`config.mk`:
```
export PLATFORM = sky130hd
export DESIGN_NAME = microcode_pipeline
export DESIGN_NICKNAME = d
export VERILOG_FILES = /design/src/rtl/microcode_pipeline.sv
export SDC_FILE = /design/constraint.sdc
export NUM_CORES = 1
export LEC_CHECK = 0
export CAP_MARGIN = 10
export CORE_MARGIN = 2
export CORE_UTILIZATION = 43
export CTS_CLUSTER_DIAMETER = 200
export DETAILED_ROUTE_END_ITERATION = 8
export GPL_TIMING_DRIVEN = 0
export PLACE_DENSITY = 0.78
export SETUP_SLACK_MARGIN = 0.4
export SYNTH_ARGS = -nofsm -noshare
export SYNTH_HDL_FRONTEND = slang
export SYNTH_SLANG_ARGS = --single-unit
export TNS_END_PERCENT = 30
```
`constraint.sdc`:
```
create_clock -name clk -period 2.68 [get_ports clk]
set_input_delay 0.804 -clock clk [delete_from_list [all_inputs] [get_ports clk]]
set_output_delay 0.804 -clock clk [all_outputs]
set_load 0.01 [all_outputs]
```
`src/rtl/microcode_pipeline.sv`:
```
// microcode_pipeline -- in-order microcode execution pipeline with per-stage
// stall and flush, bubble insertion behind a stall, and a saturating counter
// of stall cycles seen at the input.
//
// Parameters
//   UCODE_W  microcode word width
//   STAGES   number of pipeline stages holding microcode (2..8)
//   CNT_W    stall-counter width
// Ports
//   clk, rst        rising-edge clock, synchronous active-high reset
//   in_valid/in_ucode/in_ready   word offered to stage 0 / accepted this cycle
//   stall_req[i]    stage i requests to hold (freezes all earlier stages too)
//   flush[i]        squash the word entering or held in stage i
//   stage_valid     per-stage live bits
//   stage_ucode     stage i word in [i*UCODE_W +: UCODE_W], zero when not live
//   retire          last-stage word leaves the pipeline this cycle
//   stall_cnt       saturating count of cycles with in_ready low
//   stall_cnt_clr   clear stall_cnt (wins over increment)

// One pipeline stage: load / hold / flush of a {valid, ucode} pair.
// Invalid words are stored as zero so a bubble always decodes as a no-op.
module microcode_stage #(
   parameter int UCODE_W = 23
) (
   input  logic               clk,
   input  logic               rst,
   input  logic               flush,
   input  logic               hold,
   input  logic               ld_valid,
   input  logic [UCODE_W-1:0] ld_ucode,
   output logic               valid,
   output logic [UCODE_W-1:0] ucode
);
   always_ff @(posedge clk) begin
      if (rst || flush) begin
         valid <= 1'b0;
         ucode <= '0;
      end else if (!hold) begin
         valid <= ld_valid;
         ucode <= ld_valid ? ld_ucode : '0;
      end
   end
endmodule

module microcode_pipeline #(
   parameter int UCODE_W = 23,
   parameter int STAGES  = 4,
   parameter int CNT_W   = 16
) (
   input  logic                       clk,
   input  logic                       rst,
   input  logic                       in_valid,
   input  logic [UCODE_W-1:0]         in_ucode,
   output logic                       in_ready,
   input  logic [STAGES-1:0]          stall_req,
   input  logic [STAGES-1:0]          flush,
   output logic [STAGES-1:0]          stage_valid,
   output logic [STAGES*UCODE_W-1:0]  stage_ucode,
   output logic                       retire,
   output logic [CNT_W-1:0]           stall_cnt,
   input  logic                       stall_cnt_clr
);
   logic [STAGES-1:0]              hold;
   logic [STAGES-1:0]              vld_pipe;
   logic [STAGES-1:0][UCODE_W-1:0] ucode_q;
   logic [STAGES-1:0]              ld_valid;
   logic [STAGES-1:0][UCODE_W-1:0] ld_ucode;
   logic [STAGES-1:0][UCODE_W-1:0] ucode_out;

   // A stall anywhere downstream freezes every stage in front of it.
   always_comb begin
      hold = '0;
      hold[STAGES-1] = stall_req[STAGES-1];
      for (int i = STAGES-2; i >= 0; i--)
         hold[i] = stall_req[i] | hold[i+1];
   end

   assign in_ready = !hold[0];

   for (genvar g = 0; g < STAGES; g++) begin : g_stage
      if (g == 0) begin : g_head
         assign ld_valid[g] = in_valid;
         assign ld_ucode[g] = in_ucode;
      end else begin : g_body
         // If the feeding stage holds while this one moves, take a bubble so
         // the held word is not duplicated downstream.
         assign ld_valid[g] = vld_pipe[g-1] & ~hold[g-1];
         assign ld_ucode[g] = ucode_q[g-1];
      end

      microcode_stage #(.UCODE_W(UCODE_W)) u_stage (
         .clk      (clk),
         .rst      (rst),
         .flush    (flush[g]),
         .hold     (hold[g]),
         .ld_valid (ld_valid[g]),
         .ld_ucode (ld_ucode[g]),
         .valid    (vld_pipe[g]),
         .ucode    (ucode_q[g])
      );

      assign ucode_out[g] = vld_pipe[g] ? ucode_q[g] : '0;
   end

   assign stage_valid = vld_pipe;
   assign stage_ucode = ucode_out;
   assign retire      = vld_pipe[STAGES-1] & ~stall_req[STAGES-1] & ~flush[STAGES-1];

   always_ff @(posedge clk) begin
      if (rst || stall_cnt_clr)
         stall_cnt <= '0;
      else if (!in_ready && stall_cnt != {CNT_W{1'b1}})
         stall_cnt <= stall_cnt + 1'b1;
   end
endmodule
```
After elaboration in Yosys (flattened, before gate mapping):

Index checks and enable logic that the tools add are counted.

* multiplexer cells: 8
* $add $sub $neg: 1
* eq/ne operators: 1
* reductions and logical operators: 7
* bitwise gates (word level): 13

Operators by type and width (number)
* two-way mux 23 bit: 8
* adder 16 x 1 -> 16 bit (second input constant): 1
* inequality test 16 bit (second input constant): 1
* AND 1 bit: 5
* logical OR 1 bit: 5
* NOT 1 bit: 5
* OR 1 bit: 3
* logical AND 1 bit: 1
* logical NOT 1 bit: 1

* word-level logic and storage cells: 39
* register bits: 112
* input port bits: 35

Logic depth before layout (Yosys ltp):

Gate-level depths: netlist of run 1.

* word-level depth: 6
* mapped depth: 9
* gate-level depth less buffers: 5

Modules after synthesis:

Synthesis of run 1 repeated with hierarchy kept, for this count alone.

* cell total of the unflattened synthesis: 633
* area, all modules: 5626.6 µm²

By module, submodules not included
* microcode_stage: area each 1024.7 µm², times used 4, cells an instance 106, sequential area each 480.5 µm²
* microcode_pipeline: area each 1527.7 µm², times used 1, cells an instance 209, sequential area each 320.3 µm²

Least setup slack after synthesis of run 1:

Ideal clock, no wire load.

* path type: input -> output
* start point: input port stall_req[3]
* end point: output port in_ready
* arrival: 1.873 ns
* slack: 0.003 ns
* cell stages on the path: 6
* path buffers: 4
* data required time: 1.876 ns
* path through: buf_6 -> or4_4 -> buf_6 -> inv_6 -> buf_6 -> buf_6

* longest elaborated chain between the ends: 4

Ends and longest elaborated chain
* start, declared: RTL line 55 `input logic [STAGES-1:0] stall_req,`
* OR 1 bit (3 in series): RTL line 75 `hold[i] = stall_req[i] | hold[i+1];`
* logical NOT 1 bit
* end, declared: RTL line 54 `output logic in_ready,`

Every way passes these cells.

Worst setup path after layout of run 1:

* start point: input port stall_req[2]
* end point: output port in_ready

Same word-level chain as after synthesis.

==> metrics.md, run 1 <==
| Metric | Value |
|---|---|
| Endpoints failing setup | `1` |
| Die width | `111.6 um` |
| Max-cap violations | `0` |
| DPL Wire Length | `10,300 um` |
| Hold buffer count at cts | `0` |
| Top-area cell type share of the netlist area | `0.4503` |
| GPL Wtd Cong | `0.8688` |
| Clock slew at reported path FFs | `0.07 ns` |
| Die Height | `111.6 um` |
| Antenna-violating nets left | `0` |
| Via count | `4,639` |
| Design Power | `3.139 mW` |
| Avg Cell Area, Syn | `8.783 um2` |
| Clk root buf | `clkbuf_16` |
| RSZ-0062 raised after global routing | `yes` |
| Synth Net Count | `603` |
| 1st-iter DRT viols | `311` |
| Dpl cell area | `0.006634 mm2` |
| I/O Pins | `149` |
| Max Root-Sink Buffers | `2` |
| Cell Area, Synth | `0.004980 mm2` |
| CTS tree | `done` |
| Finished Core Util | `0.6138` |
| DRT Pass-1 Iters | `6` |
| Hold Crit Start | `g_stage[0].u_stage.ucode[9]` |
| Final worst slack | `-0.05236 ns` |
| Status | `finished with violations` |
| Critical path launch point | `stall_req[2]` |
| Final Max Tran Viols | `0` |
| Failing checks | `negative setup slack` |
| Most frequent cells in the layout | `108 x dfxtp_1, 92 x and2_1, 81 x dlygate4sd2_1` |
| Worst EP required | `1.88 ns` |
| TritonCTS buffer count | `9` |
| Yosys top cell by area | `dfxtp_1` |
| Final wirelength | `13,390 um` |
| Hold crit path type | `register to register` |
| Post-Layout Cell Count | `881` |
| Vias in the first global route | `4,475` |
| Maximum ir drop on the vdd rail | `0.2894 mV` |
| Global-route wire length before repair | `21,920 um` |
| Worst setup path class | `primary input to primary output` |
| #FFs+latches synth | `112` |
| CP Launch Type | `primary input` |
| Layout cells sized above 1 | `0.1585` |
| Commonest non-fill, non-tap cell in the layout | `dfxtp_1` |
| Normalized max-slew margin | `0.5648` |
| Final net count | `769` |
| Register area | `0.002257 mm2` |
| Multi-input logic area | `0.002431 mm2` |
| Ranking of synthesized cells by area | `dfxtp_1 45%, and2_1 12%, a22oi_1 7.5%` |
| Core Region | `0.01137 mm2` |
| Clock sink total | `112` |
| H-tree levels | `3` |
| GR Util All Layers | `0.2126` |
| Arrival time worst endpoint | `1.93 ns` |
| Port bufs | `147` |
| Drt drc | `0` |
| Cells after DPL | `857` |
| Rows | `39` |
| Skew final | `0.007343 ns` |
| CP max FO | `3` |
| Post-synthesis sequential area ratio | `0.4503` |
| ANT cells | `0` |
| Reg2reg start | `stall_cnt[0]` |
| GRT overflow | `0` |
| Initial Util | `0.4380` |
| Fin crit period | `2.732 ns` |
| Synth Warn # | `0` |
| Fin area | `0.006979 mm2` |
| Fmax | `0.3660 GHz` |
| Crit share post-route | `1.020` |
| Yosys cell types | `37` |
| Initial antenna violation count | `0` |
| Routed len/inst | `15.20 um` |
| Pwr Density | `449.8 mW/mm2` |
| Endpoint class of the critical path | `primary output` |
| Final hold vios | `0` |
| Synthesis-to-layout area growth | `40.15%` |
| Post-Syn Instances | `567` |
| Vias per inst | `5.266` |
| Actual slew at the worst max-slew pin | `0.6475 ns` |
| Leakage | `2.835 nW` |
| FILL cells | `992` |
| Die ar. | `0.01246 mm2` |
| Skew-Pair Late Insertion Delay | `0.35 ns` |
| Largest net degree at the start of global routing | `22` |
==> state kept, by name (all words and copies together), names as in the netlist <==
name / cells
g_stage.u_stage.ucode: 92
stall_cnt: 16
g_stage.u_stage.valid: 4
==> power by group <==
| part | leakage [nW] | internal (mW) | switching (mW) |
|---|---|---|---|
| clock | 0.142 | 0.658 | 0.653 |
| sequential | 0.905 | 1.66 | 0.00448 |
| combinational | 1.79 | 0.0772 | 0.0857 |
==> repair_timing <==
action / CTS / global route
endpoints found under the hold margin: 0 / 0
buffers inserted: 6 / 2
pin swaps: 1 / 2
endpoints found under the setup margin: 117 / 27
gates resized for setup: 133 / 13
==> through the flow <==
step	hold WS, ns	setup TNS [ns]	setup slack, ns
finish	0.4760	-0.05236	-0.05236
global route	0.4994	-0.07699	-0.07699
CTS	0.4786	-0.04193	-0.04193
detailed placement	0.4686	-1.481	-0.9596
global placement	0.4582	-1.268	-0.9631
floorplan	0.4400	0	0.1193
==> synth_stat cells <==
| cell type | number |
|---|---|
| buf_6 | 6 |
| clkbuf_1 | 32 |
| nor3b_1 | 1 |
| nor3_1 | 2 |
| ha_1 | 1 |
| and2_4 | 1 |
| or4_1 | 10 |
| o31ai_1 | 7 |
| nor2_2 | 21 |
| nand4_1 | 6 |
| nor2_1 | 57 |
| a21oi_2 | 1 |
| a22oi_1 | 50 |
| nand3_1 | 29 |
| o211ai_1 | 3 |
| a41o_1 | 2 |
| buf_1 | 1 |
| or2_2 | 7 |
| inv_6 | 1 |
| buf_4 | 6 |
| and2_1 | 92 |
| and4_1 | 2 |
| o21ai_0 | 4 |
| or4_4 | 1 |
| or3_1 | 3 |
| nor4_1 | 2 |
| dfxtp_1 | 112 |
| inv_1 | 2 |
| nand2b_1 | 1 |
| a31o_2 | 1 |
| nand2_1 | 36 |
| buf_12 | 2 |
| a21oi_1 | 36 |
| buf_2 | 5 |
| a22oi_2 | 19 |
| and3_1 | 3 |
| a31oi_1 | 2 |
==> cell families after synthesis <==
logic type                 after synthesis  share of synthesized area
DFF                                    112                     0.4503
buffers and inverters                   55                    0.06382
adders and majority gates                1                   0.002512
and+or+nand+nor                        274                     0.2950
AOI/OAI and AO/OA                      125                     0.1884
==> layer usage <==
metal | track usage | routed length (um) | share of wire | vias to the layer above
met3 | 0.03811 | 844 | 0.063 | 22
met2 | 0.3646 | 6480 | 0.48 | 172
met1 | 0.2705 | 5795 | 0.43 | 2145
met5 | 0 | 0 | 0 | -
li1 | - | - | - | 2300
met4 | 0.07407 | 269 | 0.020 | 0
==> critical path: stages <==
cell and delay (ns):
buf_6 0.10, or4_4 0.57, buf_6 0.15, clkinv_4 0.04, buf_8 0.08, buf_8 0.09
buf_6 0.09
==> area by class of cell <==
type / count / share of cell area
Tap cell: 143 / 0.02564
Sequential cell: 112 / 0.3234
Timing Repair Buffer: 155 / 0.2062
Clock buffer: 9 / 0.03227
Inverter: 3 / 0.002331
Clock inverter: 7 / 0.01004
Buffer: 52 / 0.05181
Multi-Input combinational cell: 400 / 0.3483
==> final timing paths <==
check	cells after the start	endpoint	slack [ns]
hold / removal	2	g_stage[0].u_stage.ucode[9]	0.48
setup reg to reg	6	stall_cnt[1]	0.70
hold reg to reg	2	g_stage[0].u_stage.ucode[9]	0.48
setup / recovery	7	in_ready	-0.05
No activity file was read; power rests on OpenSTA's default activity.
==> inputs of run 2 (changes only) <==
Settings changed: ABC_AREA set to 1, CAP_MARGIN 10 to 20, PLACE_DENSITY 0.78 to 0.77.
==> metrics.md, run 2 <==
| Metric | Value |
|---|---|
| Cell Area, Synth | `0.005156 mm2` |
| Clock slew at reported path FFs | `0.07 ns` |
| Antenna-violating nets left | `0` |
| RSZ-0062 raised after global routing | `yes` |
| Regs by FF count | `g_stage.u_stage.ucode x92, stall_cnt x16, g_stage.u_stage.valid x4` |
| Die ar. | `0.01288 mm2` |
| Most frequent cells in the layout | `281 x nand2_1, 112 x dfxtp_1, 107 x a21oi_1` |
| Via count | `4,970` |
| Final Max Tran Viols | `0` |
| Port bufs | `147` |
| Number of synthesized flops with an enable pin | `0` |
| Pre-CTS setup slack | `-0.5897 ns` |
| DRT Pass-1 Iters | `5` |
| FFs w/ async S/R, synth | `0` |
| Final worst slack | `0.1799 ns` |
| Skew final | `0.004569 ns` |
| Register area | `0.002242 mm2` |
| Commonest non-fill, non-tap cell in the layout | `nand2_1` |
| Fin area | `0.007194 mm2` |
| Yosys top cell by area | `dfxtp_1` |
| Synthesis-to-layout area growth | `39.53%` |
| CTS tree | `done` |
| CP max FO | `10` |
| Maximum ir drop on the vdd rail | `0.2620 mV` |
| Crit path max-delay cell type | `clkdlybuf4s50_1` |
| Multi-input logic area | `0.002223 mm2` |
| Max FFs per register | `92` |
| Fmax | `0.4000 GHz` |
| Largest stage delay, worst path | `0.55 ns` |
| Max-cap violations | `0` |
| Die width | `113.5 um` |
| Synth top cells by count | `281 x nand2_1, 112 x dfxtp_1, 107 x a21oi_1` |
| GR Util All Layers | `0.2034` |
| Layout cells sized above 1 | `0.08237` |
| Design Power | `3.119 mW` |
| Arrival time worst endpoint | `1.70 ns` |
| Normalized max-slew margin | `0.6696` |
| TritonCTS buffer count | `9` |
| Post-synthesis sequential area ratio | `0.4348` |
| Synth Net Count | `817` |
| Endpoints failing setup | `0` |
| Ranking of synthesized cells by area | `dfxtp_1 43%, nand2_1 20%, a21oi_1 10%` |
| DPL Wire Length | `9938 um` |
| Skew-Pair Late Insertion Delay | `0.34 ns` |
| Vias in the first global route | `4,515` |
| Initial antenna violation count | `0` |
| Cell Chain, Critical Path | `clkbuf_4, buf_4, nand2_1, inv_1, clkdlybuf4s50_1` |
| Die Height | `113.5 um` |
| Status | `complete, no violations` |
| Synth Warn # | `0` |
| Top-area cell type share of the netlist area | `0.4348` |
| Largest net degree at the start of global routing | `19` |
| Worst hold slack | `0.4630 ns` |
| Largest Register | `g_stage.u_stage.ucode` |
| Predominant post-synthesis flop cell | `dfxtp_1` |
| Clock sink total | `112` |
| CP Launch Type | `register` |
| Final wirelength | `13,050 um` |
| Hold crit path type | `register to register` |
| Drt drc | `0` |
| 1st-iter DRT viols | `267` |
| Global-route wire length before repair | `21,560 um` |
| Max Root-Sink Buffers | `2` |
| ANT cells | `0` |
| Final net count | `978` |
| #FFs+latches synth | `112` |
| Initial Util | `0.4459` |
| Vias per inst | `4.560` |
| Count leader, synth | `nand2_1` |
| Fin crit period | `2.500 ns` |
| Crit share post-route | `0.9329` |
| GPL Wtd Cong | `0.8487` |
| Endpoint class of the critical path | `primary output` |
| Final hold vios | `0` |
| I/O Pins | `149` |
| GRT overflow | `0` |
| Routed len/inst | `11.98 um` |
| Dpl cell area | `0.006807 mm2` |
| Actual slew at the worst max-slew pin | `0.4957 ns` |
| Worst EP required | `1.88 ns` |
| H-tree levels | `3` |
| Leakage | `3.604 nW` |
| Core Region | `0.01156 mm2` |
| Rows | `39` |
| Worst setup path class | `register to primary output` |
| Avg Cell Area, Syn | `6.602 um2` |
| Pwr Density | `433.5 mW/mm2` |
| Yosys cell types | `21` |
| Clk root buf | `clkbuf_16` |
| FILL cells | `1,105` |
| Post-Syn Instances | `781` |
run 2: changes by cell type after synthesis, moves of 11 or more:
cell | before | now
nand2_1 | 36 | 281
inv_1 | 2 | 103
and2_1 | 92 | 0
a21oi_1 | 36 | 107
a22oi_1 | 50 | 0
nand3_1 | 29 | 54
a22oi_2 | 19 | 0
nor2_2 | 21 | 4
nor2_1 | 57 | 44
buf_2 | 5 | 16
run 2: cell families after synthesis:
logic type / share of synthesized area
simple gates: 0.3240
buf+inv: 0.1339
fa+ha+maj: 0.002426
flops: 0.4348
compound gates: 0.1048
run 2: area by class of cell:
type                    instances  share of cell area
clock buffers                  11             0.03374
well taps                     143             0.02487
clock inverters                 5            0.005739
flip-flops and latches        112              0.3117
repair buffers                150              0.2094
inverters                     106             0.05600
plain buffers                  55             0.04957
multi-input cells             508              0.3090
run 2: final timing paths:
kind                                      from                            to  slack (ns)  cells past startpoint
setup / recovery      g_stage[2].u_stage.valid               stage_ucode[66]        0.18                      5
hold reg to reg   g_stage[3].u_stage.ucode[21]  g_stage[3].u_stage.ucode[21]        0.46                      2
hold / removal    g_stage[3].u_stage.ucode[21]  g_stage[3].u_stage.ucode[21]        0.46                      2
setup reg to reg                  stall_cnt[0]                 stall_cnt[10]        1.12                      7
run 2: timing repair:
item	CTS	global route
resized for setup	62	30
endpoints found under the setup margin	94	82
hold buffers	0	0
pin swaps	1	0
setup buffers	3	0
run 2: power breakdown:
group,total (mW),internal [mW],switching (mW)
clock,1.28,0.664,0.612
sequential,1.67,1.67,0.00294
combinational,0.174,0.0757,0.0984
run 2: stage by stage:
stage / TNS [ns] / std cells / utilization
6_report: 0 / 1090 / 0.6221
5_1_grt: 0 / 1090 / 0.6221
4_1_cts: 0 / 1090 / 0.6157
3_5_place_dp: -0.7148 / 1071 / 0.5886
3_3_place_gp: -0.6789 / 1071 / 0.5886
2_1_floorplan: 0 / 781 / -
run 2: worst max-delay path, delay by kind of cell, from the launching register on:
family | cells | cell delay, ns
and+or+nand+nor | 1 | 0.06
DFF | 1 | 0.34
buffers and inverters | 4 | 0.95
run 2: layer usage:
metal	up-vias	part of all wire	GRT usage
met5	-	0	0
met4	0	0.017	0.06585
met3	14	0.045	0.02391
met2	131	0.45	0.3405
met1	2124	0.48	0.2752
li1	2701	-	-
